## src/rtl/addsub_arbiter.sv

```systemverilog
// Two-requester round-robin front end for a shared adder/subtractor.
// Stage 1 registers the granted operands; stage 2 registers result and flags.

module adder_sub #(
  parameter int WIDTH = 16
) (
  input  logic [WIDTH-1:0] a_i,
  input  logic [WIDTH-1:0] b_i,
  input  logic             alufn_i,
  output logic [WIDTH-1:0] result_o,
  output logic             z_o,
  output logic             v_o,
  output logic             n_o,
  output logic             cout_o
);

  logic [WIDTH-1:0] b_eff;
  logic [WIDTH:0]   sum_full;

  // Subtract is A + ~B + 1, so carry-out 1 means "no borrow".
  assign b_eff    = alufn_i ? ~b_i : b_i;
  assign sum_full = {1'b0, a_i} + {1'b0, b_eff} + {{WIDTH{1'b0}}, alufn_i};

  assign result_o = sum_full[WIDTH-1:0];
  assign cout_o   = sum_full[WIDTH];
  assign z_o      = (sum_full[WIDTH-1:0] == '0);
  assign n_o      = sum_full[WIDTH-1];
  assign v_o      = (a_i[WIDTH-1] == b_eff[WIDTH-1]) &&
                    (sum_full[WIDTH-1] != a_i[WIDTH-1]);

endmodule

module addsub_arbiter #(
  parameter int WIDTH = 16
) (
  input  logic             clk,
  input  logic             rst,
  input  logic             stall,
  input  logic             req0_valid,
  output logic             req0_ready,
  input  logic [WIDTH-1:0] req0_a,
  input  logic [WIDTH-1:0] req0_b,
  input  logic             req0_alufn,
  input  logic             req1_valid,
  output logic             req1_ready,
  input  logic [WIDTH-1:0] req1_a,
  input  logic [WIDTH-1:0] req1_b,
  input  logic             req1_alufn,
  output logic             rsp0_valid,
  output logic             rsp1_valid,
  output logic [WIDTH-1:0] rsp_result,
  output logic             rsp_z,
  output logic             rsp_v,
  output logic             rsp_n,
  output logic             rsp_cout
);

  logic             grant0, grant1, transfer;
  logic             last_grant_q, last_grant_d;

  logic             s1_valid_q;
  logic             s1_owner_q;
  logic [WIDTH-1:0] s1_a_q, s1_b_q;
  logic             s1_alufn_q;

  logic             s2_valid_q;
  logic             s2_owner_q;
  logic [WIDTH-1:0] rsp_result_q;
  logic             rsp_z_q, rsp_v_q, rsp_n_q, rsp_cout_q;

  logic [WIDTH-1:0] alu_result;
  logic             alu_z, alu_v, alu_n, alu_cout;

  // NOTE: every signal written here gets a default first, so no latch is inferred.
  always_comb begin
    grant0       = 1'b0;
    grant1       = 1'b0;
    last_grant_d = last_grant_q;
    if (!stall) begin
      if (req0_valid && (!req1_valid || last_grant_q)) begin
        grant0 = 1'b1;
      end else if (req1_valid) begin
        grant1 = 1'b1;
      end
    end
    if (grant0) last_grant_d = 1'b0;
    if (grant1) last_grant_d = 1'b1;
  end

  assign req0_ready = grant0;
  assign req1_ready = grant1;
  assign transfer   = grant0 | grant1;

  // NOTE: sequential state uses non-blocking assignments so all registers
  // sample pre-edge values, independent of block ordering.
  always_ff @(posedge clk) begin
    if (rst) begin
      last_grant_q <= 1'b1;
      s1_valid_q   <= 1'b0;
      s2_valid_q   <= 1'b0;
      rsp_result_q <= '0;
      rsp_z_q      <= 1'b0;
      rsp_v_q      <= 1'b0;
      rsp_n_q      <= 1'b0;
      rsp_cout_q   <= 1'b0;
    end else begin
      last_grant_q <= last_grant_d;
      if (!stall) begin
        s1_valid_q   <= transfer;
        s2_valid_q   <= s1_valid_q;
        rsp_result_q <= alu_result;
        rsp_z_q      <= alu_z;
        rsp_v_q      <= alu_v;
        rsp_n_q      <= alu_n;
        rsp_cout_q   <= alu_cout;
      end
    end
  end

  // NOTE: operand and owner registers carry no reset; the valid bits alone
  // decide whether their contents are ever observed.
  always_ff @(posedge clk) begin
    if (!stall) begin
      if (transfer) begin
        s1_owner_q <= grant1;
        s1_a_q     <= grant1 ? req1_a     : req0_a;
        s1_b_q     <= grant1 ? req1_b     : req0_b;
        s1_alufn_q <= grant1 ? req1_alufn : req0_alufn;
      end
      s2_owner_q <= s1_owner_q;
    end
  end

  adder_sub #(.WIDTH(WIDTH)) u_adder_sub (
    .a_i      (s1_a_q),
    .b_i      (s1_b_q),
    .alufn_i  (s1_alufn_q),
    .result_o (alu_result),
    .z_o      (alu_z),
    .v_o      (alu_v),
    .n_o      (alu_n),
    .cout_o   (alu_cout)
  );

  assign rsp0_valid = s2_valid_q & ~s2_owner_q;
  assign rsp1_valid = s2_valid_q &  s2_owner_q;
  assign rsp_result = rsp_result_q;
  assign rsp_z      = rsp_z_q;
  assign rsp_v      = rsp_v_q;
  assign rsp_n      = rsp_n_q;
  assign rsp_cout   = rsp_cout_q;

endmodule
```

## config.mk

```make
export PLATFORM = sky130hd
export DESIGN_NAME = addsub_arbiter
export DESIGN_NICKNAME = d
export VERILOG_FILES = /design/src/rtl/addsub_arbiter.sv
export SDC_FILE = /design/constraint.sdc
export NUM_CORES = 1
export LEC_CHECK = 0
export CELL_PAD_IN_SITES_DETAIL_PLACEMENT = 1
export CELL_PAD_IN_SITES_GLOBAL_PLACEMENT = 1
export CORE_MARGIN = 2
export CORE_UTILIZATION = 35
export DETAILED_ROUTE_END_ITERATION = 7
export PLACE_DENSITY = 0.89
export SYNTH_ARGS = -nofsm -noshare
export SYNTH_HDL_FRONTEND = slang
export SYNTH_SLANG_ARGS = --single-unit
export TNS_END_PERCENT = 10
```

## constraint.sdc

```tcl
create_clock -name clk -period 6.8 [get_ports clk]
set_clock_uncertainty 0.1 [all_clocks]
set_input_delay 1.36 -clock clk [delete_from_list [all_inputs] [get_ports clk]]
set_output_delay 1.36 -clock clk [all_outputs]
set_load 0.01 [all_outputs]
```

==> results of run 1 <==
==> sequential cells by signal, summed over array words and instances, names as in the netlist <==
signal / cells
last_grant_q: 1
rsp_result: 16
s1_b_q: 16
s1_alufn_q: 1
rsp_v: 1
rsp_z: 1
s1_a_q: 16
s2_owner_q: 1
s1_owner_q: 1
rsp_cout: 1
s2_valid_q: 1
s1_valid_q: 1
==> critical path, stage by stage <==
cell             delay (ns)
clkdlybuf4s50_1        0.46
buf_4                  0.31
inv_2                  0.18
nand2_1                0.12
a21o_1                 0.09
buf_4                  0.30
clkinv_1               0.14
clkdlybuf4s50_1        0.50
==> logic make-up (layout without fill, tap and decap cells) <==
family,after synthesis,count (layout),synth area share
adders and majority gates,17,17,0.06798
muxes,5,5,0.01931
AOI/OAI and AO/OA,59,59,0.1186
xor gates and xnor gates,28,28,0.07571
buffers and inverters,24,123,0.03360
DFF,57,57,0.4604
and+or+nand+nor,173,173,0.2244
==> through the flow <==
step                cells  hold slack, ns
finish                573          0.3405
detailed placement    557          0.3259
global route          573          0.3515
floorplan             363          0.3003
CTS                   573          0.3416
global placement      557          0.3118
==> worst max path at each step <==
| stage | start | end | slack (ns) |
|---|---|---|---|
| finish | stall | req1_ready | 1.87 |
| global route | stall | req1_ready | 1.67 |
| CTS | stall | req1_ready | 1.84 |
| detailed placement | stall | req1_ready | 1.87 |
| global placement | stall | req1_ready | 1.92 |
| floorplan | stall | req1_ready | 3.04 |
==> per-layer routing <==
layer	vias up	part of all wire	wire length (microns)	track usage
met2	86	0.47	3851	0.2881
met3	10	0.043	351	0.03134
met4	0	0.014	110	0.06849
li1	1426	-	-	-
met1	1310	0.47	3815	0.2224
met5	-	0	0	0
==> power by group through the flow <==
stage | logic (mW) | clock network [mW] | registers [mW]
final | 0.316 | 0.295 | 0.422
after global routing | 0.353 | 0.321 | 0.425
after CTS | 0.318 | 0.302 | 0.422
after detailed placement | 0.315 | 0 | 0.430
after global placement | 0.300 | 0 | 0.428
after floorplan | 0.187 | 0 | 0.430
==> cells in the mapped netlist, drive strengths merged, types with 2 or more instances <==
master and n:
inv 8, a21oi 22, nor3 5, nor2 36
a21o 5, o221ai 2, o31a 2, o21a 2
nand2 109, dfxtp 22, edfxtp 35, ha 16
nor2b 4, buf 3, nand2b 5, or4 2
o21ai 9, nand4 2, a31oi 5, a211oi 2
clkbuf 12, and2 2, xor2 19, or3 3
mux2i 5, xnor2 9
==> layout make-up <==
class | count | area (sq um)
Fill cell | 1078 | 4648
Multi-Input combinational cell | 282 | 1642
Sequential cell | 57 | 1491
Timing Repair Buffer | 98 | 970.9
Clock buffer | 13 | 170.2
Tap cell | 111 | 138.9
Inverter | 9 | 33.78
Clock inverter | 3 | 13.76
==> summary.md, run 1 <==
| Metric | Value |
|---|---|
| # clock sinks | 57 |
| Seq/Total Area, Yosys | 0.4604 |
| First-pass detailed-route iteration total | 4 |
| Global-route wire length before repair | 13.93 mm |
| Hold depth | 0 |
| Max Cap Viol | 0 |
| FMAX | 202.9 MHz |
| RSZ-0062 raised after global routing | no |
| Final WS setup | 1.871 ns |
| # DRC | 0 |
| Share of layout cells above drive strength 1 | 0.04978 |
| Core Area | 9109 sq um |
| Fin crit period | 4.929 ns |
| GR Util All Layers | 0.1729 |
| Clock share of power | 0.286 |
| Gate power share | 0.306 |
| CP required | 5.34 ns |
| Worst reg-to-reg path cell count | 11 |
| Post-synth top area share | 0.3244 |
| Post-synthesis register bit count | 57 |
| Worst-margin pin slew | 0.8518 ns |
| Leading area contributor after synthesis | edfxtp_1 |
| RD Place Congestion | 0.8337 |
| Placement-stage cell area | 4277 sq um |
| Design area | 4461 sq um |
| GRT overflow | 0 |
| Most common cell after layout, fill and taps aside | nand2_1 |
| Mapped Avg Cell Area | 8.924 sq um |
| CP endpoint kind | output pin |
| Hold endpoint | s2_owner_q$_DFFE_PN_ |
| Antenna violations before repair | 0 |
| Port Buffers | 94 |
| Die W | 100.2 microns |
| Max_slew headroom | 0.4304 |
| Slew Limit Fails | 0 |
| Critical path class | in -> out |
| FF-to-FF Start | s1_alufn_q$_DFFE_PP_ |
| Die Span Y | 100.2 microns |
| Largest net degree at the start of global routing | 35 |
| CTS Buffer Depth | 2 |
| Post-CTS sizing | 0 |
| Clk root buf | clkbuf_8 |
| Antenna Cells | 0 |
| Most frequent cells in the layout | 109 x nand2_1, 94 x clkdlybuf4s50_1, 35 x nor2_1, 35 x edfxtp_1 |
| Synth top area cells | edfxtp_1 32%, dfxtp_1 14%, nand2_1 13%, ha_1 6.2%, xor2_1 5.1% |
| Post-DP HPWL | 6.324 mm |
| Sw Share | 0.3010 |
| Yosys warning total | 0 |
| Distinct cells, synth | 48 |
| Post-route ant nets | 0 |
| Sequential Power Share | 0.408 |
| Die area | 10040 sq um |
| Core Rows | 35 |
| Status | completed |
| Vias in the first global route | 2994 |
| Sw power | 0.3109 mW |
| Critical-path maximum fanout | 34 |
| Worst-path clk slew | 0.06 ns |
| Setup Viol. Count Final | 0 |
| Clock network latency to the later pin of the worst-skew pair | 0.34 ns |
| Final core occ | 0.4897 |
| Final TNS setup | 0 ns |
| Starting density of the core | 0.3556 |
| FFs w/ async S/R, synth | 0 |
| Layout overhead on the synthesized area | 37.70% |
| Reg2reg end | rsp_z$_SDFFE_PP0N_ |
| Routed len/inst | 14.18 microns |
| Reg2Reg Setup Slack | 2.96 ns |
| Hold Fails Final Rpt | 0 |
| Power, Total | 1.033 mW |
| Post-CTS Setup Inserts | 0 |
| Prevailing post-synth register cell | edfxtp_1 |
| Top Ports | 95 |
| Via count | 2832 |
| Post-CTS Hold Fix Bufs | 0 |
| PwrDens | 231.6 nW/um^2 |
| H-tree depth | 3 |
| Worst setup SP type | input pin |
| Hold Path Origin | s1_owner_q$_DFFE_PP_ |
| CTS tree | yes |
| Final Net Count | 545 |
| First DRT Iteration DRCs | 77 |
| Mapped Cells | 363 |
| Total Wirelength | 8.128 mm |
| Dpl ws | 1.868 ns |
| Via density | 4.942 |
| Leak | 1.844 nW |
| Part of the cycle the worst path needs | 0.7248 |
| EDFF count, synth | 35 |
| Min-delay worst type | reg -> reg |
| WP data arrival | 3.47 ns |
| Syn nets | 451 |
| Synthesized cell area | 3239 sq um |
| Worst vdd ir | 0.00006641 V |
| CTS buffer count | 9 |
| Int Pwr | 0.7219 mW |
(Power assumes the default switching activity.)
==> run 2, diff against run 1 <==
--- a/config.mk
+++ b/config.mk
@@ -8,9 +8,9 @@
 export CELL_PAD_IN_SITES_DETAIL_PLACEMENT = 1
 export CELL_PAD_IN_SITES_GLOBAL_PLACEMENT = 1
 export CORE_MARGIN = 2
-export CORE_UTILIZATION = 35
+export CORE_UTILIZATION = 32
 export DETAILED_ROUTE_END_ITERATION = 7
-export PLACE_DENSITY = 0.89
+export PLACE_DENSITY = 0.86
 export SYNTH_ARGS = -nofsm -noshare
 export SYNTH_HDL_FRONTEND = slang
 export SYNTH_SLANG_ARGS = --single-unit
==> constraint.sdc (replaced) <==
create_clock -name clk -period 4.03 [get_ports clk]
set_clock_uncertainty 0.1 [all_clocks]
set_input_delay 0.806 -clock clk [delete_from_list [all_inputs] [get_ports clk]]
set_output_delay 0.806 -clock clk [all_outputs]
set_load 0.01 [all_outputs]
==> run 2 against run 1 <==
  * Sequential cell count did not move
  * Final area is 1.0% higher
  * Worst hold slack improved by 0.019 ns
  * Sequential share of layout area shrank 0.33 points
  * Combinational power is 69% higher
  * Worst setup slack lost 1.2 ns
  * Largest power group unchanged
==> summary.md, run 2 (synthesis gave the netlist of run 1 again) <==
| Metric | Value |
|---|---|
| Hold Fails Final Rpt | 0 |
| Dpl ws | 0.6839 ns |
| Clock share of power | 0.291 |
| Core Area | 9819 sq um |
| Clock network latency to the later pin of the worst-skew pair | 0.34 ns |
| Leak | 1.857 nW |
| Worst-path clk slew | 0.07 ns |
| Sw power | 0.5238 mW |
| Status | completed |
| Post-CTS Setup Inserts | 0 |
| Die area | 10940 sq um |
| Post-CTS sizing | 0 |
| Die W | 104.6 microns |
| Reg2reg end | rsp_z$_SDFFE_PP0N_ |
| Post-route ant nets | 0 |
| Post-DP HPWL | 6.418 mm |
| FMAX | 298.5 MHz |
| First DRT Iteration DRCs | 123 |
| Most frequent cells in the layout | 109 x nand2_1, 94 x clkdlybuf4s50_1, 35 x nor2_1, 35 x edfxtp_1 |
| Part of the cycle the worst path needs | 0.8312 |
| CP endpoint kind | register |
| Final Net Count | 547 |
| H-tree depth | 3 |
| Sw Share | 0.2990 |
| Starting density of the core | 0.3299 |
| FF-to-FF Start | s1_alufn_q$_DFFE_PP_ |
| First-pass detailed-route iteration total | 4 |
| Total Wirelength | 8.076 mm |
| PwrDens | 388.8 nW/um^2 |
| RSZ-0062 raised after global routing | no |
| Routed len/inst | 13.53 microns |
| Most common cell after layout, fill and taps aside | nand2_1 |
| Clk root buf | clkbuf_8 |
| Max_slew headroom | 0.7109 |
| Die Span Y | 104.6 microns |
| Min-delay worst type | reg -> reg |
| Gate power share | 0.304 |
| Final WS setup | 0.6801 ns |
| GRT overflow | 0 |
| Worst setup SP type | register |
| WP data arrival | 3.52 ns |
| # clock sinks | 57 |
| GR Util All Layers | 0.1552 |
| Setup crit start | s1_alufn_q$_DFFE_PP_ |
| Port Buffers | 94 |
| Vias in the first global route | 3001 |
| Post-CTS Hold Fix Bufs | 0 |
| Critical path class | reg -> reg |
| Worst Setup EP | rsp_z$_SDFFE_PP0N_ |
| Largest net degree at the start of global routing | 36 |
| Worst vdd ir | 0.0001652 V |
| Sequential Power Share | 0.404 |
| Antenna Cells | 0 |
| RD Place Congestion | 0.8068 |
| CTS tree | yes |
| Via count | 2843 |
| Global-route wire length before repair | 13.86 mm |
| CTS Buffer Depth | 2 |
| CTS buffer count | 9 |
| Int Pwr | 1.228 mW |
| Antenna violations before repair | 0 |
| Via density | 4.762 |
| CP required | 4.20 ns |
| Core Rows | 36 |
| Setup Viol. Count Final | 0 |
| Layout overhead on the synthesized area | 39.09% |
| Share of layout cells above drive strength 1 | 0.05819 |
| Top Ports | 95 |
| Critical-path maximum fanout | 6 |
| Slew Limit Fails | 0 |
| Fin crit period | 3.350 ns |
| Worst reg-to-reg path cell count | 11 |
| Final TNS setup | 0 ns |
| # DRC | 0 |
| Worst-margin pin slew | 0.4336 ns |
| Max Cap Viol | 0 |
| Reg2Reg Setup Slack | 0.68 ns |
[run 2: how the worst min path moves through the flow]
stage	slack (ns)	depth (start not counted)	start	to
final	0.36	0	s1_owner_q$_DFFE_PP_	s2_owner_q$_DFFE_PN_
after global placement	0.34	0	s1_owner_q$_DFFE_PP_	s2_owner_q$_DFFE_PN_
after CTS	0.36	0	s1_owner_q$_DFFE_PP_	s2_owner_q$_DFFE_PN_
after detailed placement	0.34	0	s1_owner_q$_DFFE_PP_	s2_owner_q$_DFFE_PN_
after global routing	0.36	0	s1_owner_q$_DFFE_PP_	s2_owner_q$_DFFE_PN_
after floorplan	0.30	0	s1_owner_q$_DFFE_PP_	s2_owner_q$_DFFE_PN_
[run 2: per-stage QoR]
stage | area, sq um | power, mW | hold WS [ns] | std cells | util
floorplan | 3239 | 1.042 | 0.3003 | 363 | -
global placement | 4319 | 1.232 | 0.3383 | 581 | 0.4399
detailed placement | 4319 | 1.255 | 0.3373 | 581 | 0.4399
CTS | 4506 | 1.772 | 0.3554 | 597 | 0.4588
global route | 4506 | 1.859 | 0.3578 | 597 | 0.4588
finish | 4506 | 1.752 | 0.3597 | 597 | 0.4588
[run 2: layout make-up]
cell class                      count  area (sq um)
Fill cell                        1173          5314
Multi-Input combinational cell    282          1642
Sequential cell                    57          1491
Timing Repair Buffer              100         985.9
Tap cell                          133         166.4
Clock buffer                       10         127.6
Clock inverter                      6         58.81
Inverter                            9         33.78
[run 2: power groups by stage]
| stage | clock network, mW | logic, mW | registers [mW] |
|---|---|---|---|
| floorplan | 0 | 0.316 | 0.726 |
| finish | 0.510 | 0.533 | 0.708 |
| detailed placement | 0 | 0.533 | 0.722 |
| global route | 0.549 | 0.595 | 0.715 |
| global placement | 0 | 0.513 | 0.719 |
| CTS | 0.526 | 0.536 | 0.710 |
[run 2: routing by layer]
metal  up-vias  track usage  wire [microns]
li1       1430            -               -
met1      1307       0.1920            3818
met2        92       0.2596            3684
met3        14      0.03556             424
met4         0      0.06571             148
met5         -            0               0
[run 2: worst max-delay path, stage by stage (launching register included)]
cell and delay, ns:
edfxtp_1 0.51, xor2_1 0.28, inv_1 0.09, fa_1 0.44, nand2b_1 0.18, a21oi_1 0.21, o22ai_2 0.12, or3_1 0.31
a31oi_1 0.25, xor2_1 0.12, or4_1 0.53, o21ai_1 0.14
==> run 3, diff against run 2 <==
==> constraint.sdc (replaced) <==
create_clock -name clk -period 3.05 [get_ports clk]
set_clock_uncertainty 0.1 [all_clocks]
set_input_delay 0.61 -clock clk [delete_from_list [all_inputs] [get_ports clk]]
set_output_delay 0.61 -clock clk [all_outputs]
set_load 0.01 [all_outputs]
==> run 3 against run 2 <==
  * The flow now finishes with violations (setup timing)
  * Maximum frequency rose by 6.2%
  * First-iteration DRC count down 31%
  * Combinational power grew 54%
  * Via count up 4.4%
  * Sequential power up 33%
  * Worst setup slack worse by 0.79 ns
  * Critical path type unchanged
  * Critical endpoint unchanged
==> summary.md, run 3 (synthesis gave the netlist of run 1 again) <==
| Metric | Value |
|---|---|
| Top Ports | 95 |
| Max Cap Viol | 0 |
| Hold Fails Final Rpt | 0 |
| Worst Setup EP | rsp_z$_SDFFE_PP0N_ |
| Post-DP HPWL | 7.056 mm |
| Vias in the first global route | 3187 |
| # DRC | 0 |
| # clock sinks | 57 |
| Max_slew headroom | 0.6985 |
| Min-delay worst type | reg -> reg |
| Die Span Y | 104.6 microns |
| Clk root buf | clkbuf_8 |
| Die W | 104.6 microns |
| Slowest cell on crit path | or4_1 |
| Part of the cycle the worst path needs | 1.035 |
| Starting density of the core | 0.3299 |
| Crit-path cells | buf_8 -> xor2_1 -> ha_2 -> o21ai_0 -> a21oi_2 -> o22ai_2 -> or3_1 -> a31oi_2 -> xor2_1 -> or4_1 -> o21ai_1 |
| Power, Total | 2.443 mW |
| Setup Viol. Count Final | 1 |
| CP endpoint kind | register |
| First-pass detailed-route iteration total | 4 |
| Final Net Count | 562 |
| Global-route wire length before repair | 15.09 mm |
| Top cell by count, worst path | xor2_1 |
| Hold Path Origin | s1_owner_q$_DFFE_PP_ |
| Die area | 10940 sq um |
| Worst-margin pin slew | 0.4522 ns |
| Via density | 4.851 |
| Via count | 2969 |
| Failing checks | setup timing |
| Reg2reg end | rsp_z$_SDFFE_PP0N_ |
| CTS tree | yes |
| Largest net degree at the start of global routing | 36 |
| Routed len/inst | 15.10 microns |
| FMAX | 316.9 MHz |
| Worst setup SP type | register |
| Status | finished with violations |
| Leak | 1.949 nW |
| Setup crit start | s1_alufn_q$_DFFE_PP_ |
| Post-route ant nets | 0 |
| RSZ-0062 raised after global routing | yes |
| CTS Buffer Depth | 2 |
| Fillers | 1186 |
| Post-Layout Cell Count | 612 |
| H-tree depth | 3 |
| Port Buffers | 94 |
| Most frequent cells in the layout | 109 x nand2_1, 94 x clkdlybuf4s50_1, 35 x nor2_1, 35 x edfxtp_1, 22 x dfxtp_1 |
| WP data arrival | 3.32 ns |
| Critical path class | reg -> reg |
| Antenna violations before repair | 0 |
| Core Rows | 36 |
| Final WS setup | -0.1058 ns |
| RD Place Congestion | 0.8160 |
| PwrDens | 517.6 nW/um^2 |
| Reg2Reg Setup Slack | -0.11 ns |
| Slowest cell delay on critical path | 0.56 ns |
| Final core occ | 0.4806 |
| Fin crit period | 3.156 ns |
| FF-to-FF Start | s1_alufn_q$_DFFE_PP_ |
| GR Util All Layers | 0.1722 |
| Share of layout cells above drive strength 1 | 0.1190 |
| Layout overhead on the synthesized area | 45.69% |
| CP required | 3.21 ns |
| Core Area | 9819 sq um |
| Dpl ws | -0.09578 ns |
| Post-CTS Hold Fix Bufs | 0 |
| Total Wirelength | 9.242 mm |
| Placed Instances | 592 |
| Antenna Cells | 0 |
| Worst-path clk slew | 0.07 ns |
| Worst reg-to-reg path cell count | 11 |
| CTS buffer count | 9 |
| GRT overflow | 0 |
| Slew Limit Fails | 0 |
| Clock network latency to the later pin of the worst-skew pair | 0.33 ns |
| Worst vdd ir | 0.0002072 V |
| Critical-path maximum fanout | 15 |
| First DRT Iteration DRCs | 85 |
| Most common cell after layout, fill and taps aside | nand2_1 |
| Hold Worst Slack | 0.3617 ns |
[run 3: how the worst min path moves through the flow]
stage	end	slack [ns]	depth (start not counted)
floorplan	s2_owner_q$_DFFE_PN_	0.30	0
global placement	s2_owner_q$_DFFE_PN_	0.33	0
detailed placement	s2_owner_q$_DFFE_PN_	0.34	0
CTS	s2_owner_q$_DFFE_PN_	0.36	0
global route	s2_owner_q$_DFFE_PN_	0.36	0
finish	s2_owner_q$_DFFE_PN_	0.36	0
[run 3: what timing repair did]
action,in CTS,in global routing
endpoints found under the setup margin,3,3
resized for setup,9,12
pin swaps,4,6
buffers inserted,1,3
[run 3: layout make-up]
class,count,area [sq um],share of cell area
multi-input cells,282,1728,0.3661
flip-flops and latches,57,1491,0.3160
repair buffers,115,1106,0.2344
clock buffers,14,183.9,0.03897
well taps,133,166.4,0.03526
inverters,9,33.78,0.007158
clock inverters,2,10.01,0.002121
[run 3: where the power goes]
part | switching, mW | total [mW] | internal [mW]
Sequential | 0.0412 | 0.939 | 0.897
Combinational | 0.403 | 0.821 | 0.419
Clock | 0.296 | 0.683 | 0.387
Total | 0.740 | 2.44 | 1.70
[run 3: per-stage QoR]
stage	setup TNS, ns	instance area (sq um)
final	-0.1058	4720
after global routing	-0.2885	4720
after CTS	0	4646
after detailed placement	-0.1127	4402
after global placement	0	4402
after floorplan	0	3241
[run 3: worst max-delay path, delay by kind of cell (launching register included)]
| kind | cells | cell delay [ns] |
|---|---|---|
| DFF | 1 | 0.46 |
| xor gates and xnor gates | 2 | 0.27 |
| buffers and inverters | 1 | 0.20 |
| adders and majority gates | 1 | 0.38 |
| and+or+nand+nor | 2 | 0.89 |
| AOI/OAI and AO/OA | 5 | 0.78 |
[run 3: layer usage]
metal	routed length [microns]	up-vias	global-route usage
met5	0	-	0
met1	4129	1386	0.2035
met2	4448	101	0.2960
met4	205	0	0.07905
met3	459	22	0.04055
li1	-	1460	-
